<file path="src/rtl/alu_pkg.sv">
// Shared ALU definitions: default adder geometry and the add/sub result bundle.
package alu_pkg;

    localparam int unsigned ADDSUB_N_DEFAULT      = 32;
    localparam int unsigned ADDSUB_STAGES_DEFAULT = 4;

    typedef struct packed {
        logic [ADDSUB_N_DEFAULT-1:0] c;
        logic                        cout;
        logic                        ovf;
    } addsub_result_t;

endpackage

</file>
<file path="src/rtl/addsub_segment.sv">
// Combinational W-bit slice of the pipelined adder: sum, carry out, and carry
// into the slice MSB (used for signed overflow in the top slice).
module addsub_segment
    import alu_pkg::*;
#(
    parameter int unsigned W = 8
) (
    input  logic [W-1:0] a,
    input  logic [W-1:0] b,
    input  logic         cin,
    output logic [W-1:0] s,
    output logic         cout,
    output logic         cmsb
);

    logic [W:0] sum_w;

    assign sum_w = {1'b0, a} + {1'b0, b} + {{W{1'b0}}, cin};
    assign s     = sum_w[W-1:0];
    assign cout  = sum_w[W];
    // The MSB sum bit is a ^ b ^ carry-in, so the carry-in falls out by XOR.
    assign cmsb  = a[W-1] ^ b[W-1] ^ s[W-1];

endmodule

</file>
<file path="src/rtl/pipelined_addsub.sv">
// Pipelined two's-complement adder/subtractor with valid/ready handshake.
// Optional saturation on signed overflow: define PIPELINED_ADDSUB_SAT_EN.
module pipelined_addsub
    import alu_pkg::*;
#(
    parameter int unsigned N      = ADDSUB_N_DEFAULT,
    parameter int unsigned STAGES = ADDSUB_STAGES_DEFAULT
) (
    input  logic         clk,
    input  logic         rst_n,
    input  logic         in_valid,
    output logic         in_ready,
    input  logic [N-1:0] a,
    input  logic [N-1:0] b,
    input  logic         sub,
    output logic         out_valid,
    input  logic         out_ready,
    output logic [N-1:0] c,
    output logic         cout,
    output logic         ovf
);

    localparam int unsigned SEG = N / STAGES;

    logic              adv;
    logic [STAGES-1:0] valid_q;
    logic [STAGES-1:0] cy_q;
    logic              ovf_q;
    logic [N-1:0]      a_q   [STAGES];
    logic [N-1:0]      b_q   [STAGES];
    logic [N-1:0]      r_q   [STAGES];

    // Per-stage inputs: stage 0 sees the ports, stage k sees stage k-1's registers.
    logic [N-1:0]      a_cur [STAGES];
    logic [N-1:0]      b_cur [STAGES];
    logic [N-1:0]      r_cur [STAGES];
    logic [N-1:0]      r_nxt [STAGES];
    logic [STAGES-1:0] cy_cur;
    logic [STAGES-1:0] cy_out;
    logic              cm_out [STAGES];
    logic [SEG-1:0]    sum_s  [STAGES];
    logic              ovf_nxt;

    assign adv       = out_ready || !out_valid;
    assign in_ready  = adv;
    assign out_valid = valid_q[STAGES-1];
    assign c         = r_q[STAGES-1];
    assign cout      = cy_q[STAGES-1];
    assign ovf       = ovf_q;

    always_comb begin
        a_cur[0]  = a;
        b_cur[0]  = sub ? ~b : b;
        r_cur[0]  = '0;
        cy_cur[0] = sub;
        for (int k = 1; k < STAGES; k++) begin
            a_cur[k]  = a_q[k-1];
            b_cur[k]  = b_q[k-1];
            r_cur[k]  = r_q[k-1];
            cy_cur[k] = cy_q[k-1];
        end
    end

    for (genvar k = 0; k < STAGES; k++) begin : g_seg
        addsub_segment #(
            .W (SEG)
        ) u_seg (
            .a    (a_cur[k][k*SEG +: SEG]),
            .b    (b_cur[k][k*SEG +: SEG]),
            .cin  (cy_cur[k]),
            .s    (sum_s[k]),
            .cout (cy_out[k]),
            .cmsb (cm_out[k])
        );
    end

    always_comb begin
        for (int k = 0; k < STAGES; k++) begin
            r_nxt[k]                = r_cur[k];
            r_nxt[k][k*SEG +: SEG]  = sum_s[k];
        end
        // Signed overflow: carry into the MSB disagrees with carry out of it.
        ovf_nxt = cm_out[STAGES-1] ^ cy_out[STAGES-1];
`ifdef PIPELINED_ADDSUB_SAT_EN
        if (ovf_nxt) begin
            r_nxt[STAGES-1] = a_cur[STAGES-1][N-1] ? {1'b1, {(N-1){1'b0}}}
                                                   : {1'b0, {(N-1){1'b1}}};
        end
`endif
    end

    always_ff @(posedge clk or negedge rst_n) begin
        if (!rst_n) begin
            valid_q <= '0;
            cy_q    <= '0;
            ovf_q   <= 1'b0;
            for (int k = 0; k < STAGES; k++) begin
                a_q[k] <= '0;
                b_q[k] <= '0;
                r_q[k] <= '0;
            end
        end else if (adv) begin
            valid_q[0] <= in_valid;
            for (int k = 1; k < STAGES; k++) begin
                valid_q[k] <= valid_q[k-1];
            end
            cy_q  <= cy_out;
            ovf_q <= ovf_nxt;
            for (int k = 0; k < STAGES; k++) begin
                a_q[k] <= a_cur[k];
                b_q[k] <= b_cur[k];
                r_q[k] <= r_nxt[k];
            end
        end
    end

endmodule

</file>
<file path="config.mk">
export PLATFORM = sky130hd
export DESIGN_NAME = pipelined_addsub
export DESIGN_NICKNAME = d
export VERILOG_FILES = /design/src/rtl/alu_pkg.sv /design/src/rtl/addsub_segment.sv /design/src/rtl/pipelined_addsub.sv
export SDC_FILE = /design/constraint.sdc
export NUM_CORES = 1
export LEC_CHECK = 0
export CELL_PAD_IN_SITES_DETAIL_PLACEMENT = 0
export CELL_PAD_IN_SITES_GLOBAL_PLACEMENT = 1
export CORE_UTILIZATION = 51
export DETAILED_ROUTE_END_ITERATION = 10
export GPL_TIMING_DRIVEN = 0
export PLACE_DENSITY_LB_ADDON = 0.1
export SYNTH_ARGS = -nofsm -noshare
export SYNTH_HDL_FRONTEND = slang
export SYNTH_HIERARCHICAL = 1
export SYNTH_SLANG_ARGS = --single-unit
</file>
<file path="constraint.sdc">
create_clock -name clk -period 5.1 [get_ports clk]
set_clock_uncertainty 0.05 [all_clocks]
set_input_delay 1.275 -clock clk [delete_from_list [all_inputs] [get_ports clk]]
set_output_delay 1.275 -clock clk [all_outputs]
set_load 0.03 [all_outputs]
</file>
======== Yosys cells after proc, flatten, opt, wreduce, memory -nomap -nowiden ========
Index checks and enable logic that the tools add are counted.
word-level totals
  input port bits ......................... 69
  bits in registers ....................... 281
  output and inout bits ................... 36
  word-level logic and storage cells ...... 28
cells by class
  add/subtract/negate cells ............... 8
  bitwise operators ....................... 4
  reduce and logical (&&, ||, !) cells .... 2
  multiplexer cells ....................... 1
operators with widths
  cell                  number
  adder 8 x 8 -> 9 bit  4
  adder 9 x 1 -> 9 bit  4
  two-way mux 32 bit    1
  inverter 32 bit       1
  bitwise XOR 1 bit     3
  zero test 1 bit       1
  logical OR 1 bit      1

======== Logic depth before layout (Yosys ltp) ========
  depth in word-level cells ............... 4
  mapped depth ............................ 9
  gate-level depth less buffers ........... 7

======== Hierarchy ========
Netlist, hierarchy kept.
modules (own cells, without submodules)
  module                                area each (µm²)  cells each  instances  seq. area each (µm²)
  pipelined_addsub                      7617.3           429         1          4629.4
  addsub_segment at g_seg[0].u_seg ...  345.3            43          3          0.0
  addsub_segment at g_seg[2].u_seg      364.1            43          1          0.0

======== Least setup slack after synthesis ========
Ideal clock, no wire load.
  path type ............................... input to register
  start ................................... input port sub
  end ..................................... register cy_q[0]
  data required time ...................... 4.925 ns
  stages on the path ...................... 9
  buffers on the path ..................... 2
  arrival ................................. 3.276 ns
  path slack .............................. 1.649 ns
  cells stage by stage .................... buf_2 buf_2 xor2_1 fa_1 fa_1 a21oi_1 o21a_1 o21ai_0 mux2_4
RTL lines
  element               line                     source
  start, declared       pipelined_addsub.sv:15   input logic sub,
  end signal, assigned  pipelined_addsub.sv:107  cy_q <= cy_out;
  end, declared         pipelined_addsub.sv:27   logic [STAGES-1:0] cy_q;

======== Worst setup path in the final report ========
  start ................................... input port out_ready
  end ..................................... output port in_ready
on the way
  longest elaborated chain between the ends .. 1
RTL lines
  element           line                    source
  start, declared   pipelined_addsub.sv:17  input logic out_ready,
  logical OR 1 bit  pipelined_addsub.sv:44  assign adv = out_ready || !out_valid;
  end, declared     pipelined_addsub.sv:12  output logic in_ready,
Every way passes these cells.

==> summary.md <==
| Metric | Value |
|---|---|
| Outcome | `finished clean` |
| Critical Path Start Type | `input pin` |
| Final Hold Vio Count | `0` |
| Clock Sinks | `roughly 190` |
| WL per Instance | `17.8 um` |
| Clock-pin slew on the worst setup and hold paths | `approximately 0.070 ns` |
| Actual slew at the worst max-slew pin | `0.863 ns` |
| Data arrival, critical path | `roughly 3 ns` |
| Placed Instances | `approximately 930` |
| Die height | `135 um` |
| Area of the multi-input gates | `approximately 4100 um^2` |
| Tot GR Track Use | `between 20% and 30%` |
| HP Class | `flip-flop to flip-flop` |
| Final Wtd Congestion | `0.767` |
| Avg Vias per Cell | `roughly 5.3` |
| HPWL after DPL | `approximately 12,000 um` |
| Maxcap violations | `0` |
| RSZ-0062 raised after global routing | `false` |
| Vias in the first global route | `approximately 5,400` |
| Initial core utilization | `roughly 52%` |
| Most frequent cells in the layout | `185 x dfrtp_1, 103 x clkdlybuf4s50_1, 100 x mux2_4, 84 x mux2_2, 41 x xor2_1` |
| Synth-to-Final Area Change | `21.8%` |
| Crit path required time | `3.77 ns` |
| Num ports | `105` |
| Syn Nets | `700` |
| Post-CTS sizing | `0` |
| Antenna violations before repair | `0` |
| Fillers | `roughly 1,300` |
| CP Max Fanout | `10` |
| CTS Buffer Depth | `2` |
| H-tree depth | `4` |
| GRT overflow | `0` |
| Final Setup Violations | `0` |
| Row count | `48` |
| Largest net degree at the start of global routing | `between 100 and 150` |
| Die Area | `approximately 18,000 um^2` |
| Yosys warns | `6` |
| Cts hold-fix bufs | `0` |
| # DRC | `0` |
| Routed Antenna Nets | `0` |
| Layout cell share with drive strength beyond 1 | `34.8%` |
| First-pass GRT wire length | `around 28,000 um` |
| Min Clock Period, post-route | `about 4.3 ns` |
| Total vias in the final route | `just over 5,000` |
| Area of the mapped netlist | `about 9000 um^2` |
| Final core utilization | `a little under two thirds` |
| Clk_lat worst skew | `around 0.42 ns` |
| Post-CTS Setup Inserts | `0` |
| DR iter-0 viols | `around 190` |
| Number of diodes | `0` |
| CTS tree | `built` |
| Non-Filler Instances | `about 960` |
| Leakage power | `between 4 and 5 nW` |
| Pwr Density | `~670 nW/um^2` |
| Maximum vdd drop | `roughly 0.42 mV` |
| Most common cell after layout, fill and taps aside | `dfrtp_1` |
| Gate Count Post-Synth | `between 500 and 600` |
| Worst slew margin | `a little over two fifths` |
| Max Transition Viols Final | `0` |
| Highest Clock Rate | `231 MHz` |
| Crit Path Category | `input pin to output port` |
| Register Area | `4630 um^2` |
| Final Worst Setup Slack | `~0.78 ns` |
| Port-buffer cells | `roughly 100` |
| Inserted Clock Buffers | `17` |
| Core Region | `17,200 um^2` |
| Die Wd | `135 um` |
| Layout Nets | `just over 800` |
| Worst slack, placed | `0.634 ns` |
| Drt pass-1 iters | `4` |
| Final wirelength | `around 17,000 um` |
| Final period util | `84.8%` |
| Worst setup EP type | `output port` |
| Root buffer cell | `clkbuf_16` |
| Avg Inst Size Synth | `15.1 um^2` |
-- layer usage --
layer	wire, um	GRT usage, %
met1	8100	28.3
met2	8170	32.5
met3	533	4.05
met4	229	6.05
met5	0	0
-- layout make-up --
type	instances	share of cell area, %
Tap cell	225	2.58
Multi-Input combinational cell	369	37.1
Clock inverter	7	0.824
Inverter	16	0.550
Clock buffer	23	4.65
Sequential cell	185	42.4
Buffer	25	2.12
Timing Repair Buffer	105	9.82
-- worst max-delay path, stage by stage --
cell,delay [ns]
clkdlybuf4s50_1,0.45
nand2b_4,0.13
buf_6,0.11
buf_6,0.17
buf_6,0.18
clkdlybuf4s50_1,0.68
-- state kept, by name, indices dropped and copies added, names as in the netlist --
signal	cells
c	32
b_cur	48
a_cur	48
valid_q	4
cy_q	4
ovf	1
r_cur	48
-- through the flow --
stage / hold slack [ns] / instance area, um^2 / power (mW) / TNS, ns
4_1_cts: 0.457 / 10900 / 7.40 / 0
3_3_place_gp: 0.419 / 10300 / 5.90 / -856.00
6_report: 0.452 / 10900 / 7.34 / 0
3_5_place_dp: 0.440 / 10300 / 6.03 / 0
5_1_grt: 0.464 / 10900 / 7.80 / 0
2_1_floorplan: 0.385 / 8980 / 5.10 / 0
-- worst paths after layout --
| path | startpoint | end | slack, ns | cells past startpoint |
|---|---|---|---|---|
| max | out_ready | in_ready | 0.78 | 6 |
| min | a_cur[60] | a_cur[28] | 0.45 | 1 |
| max reg2reg | a_cur[24] | ovf | 2.55 | 7 |
| min reg2reg | a_cur[60] | a_cur[28] | 0.45 | 1 |
| max in group asynchronous | rst_n | r_cur[23] | 3.28 | 2 |
| min in group asynchronous | rst_n | c[1] | 0.85 | 1 |
-- report_power, final --
part / internal, mW / total, mW / switching (mW) / leakage (nW)
Clock: 0.793 / 1.34 / 0.543 / 0.293
Combinational: 1.94 / 3.46 / 1.52 / 2.53
Sequential: 2.14 / 2.55 / 0.401 / 2.16
Power figures use the tool's default switching activity.
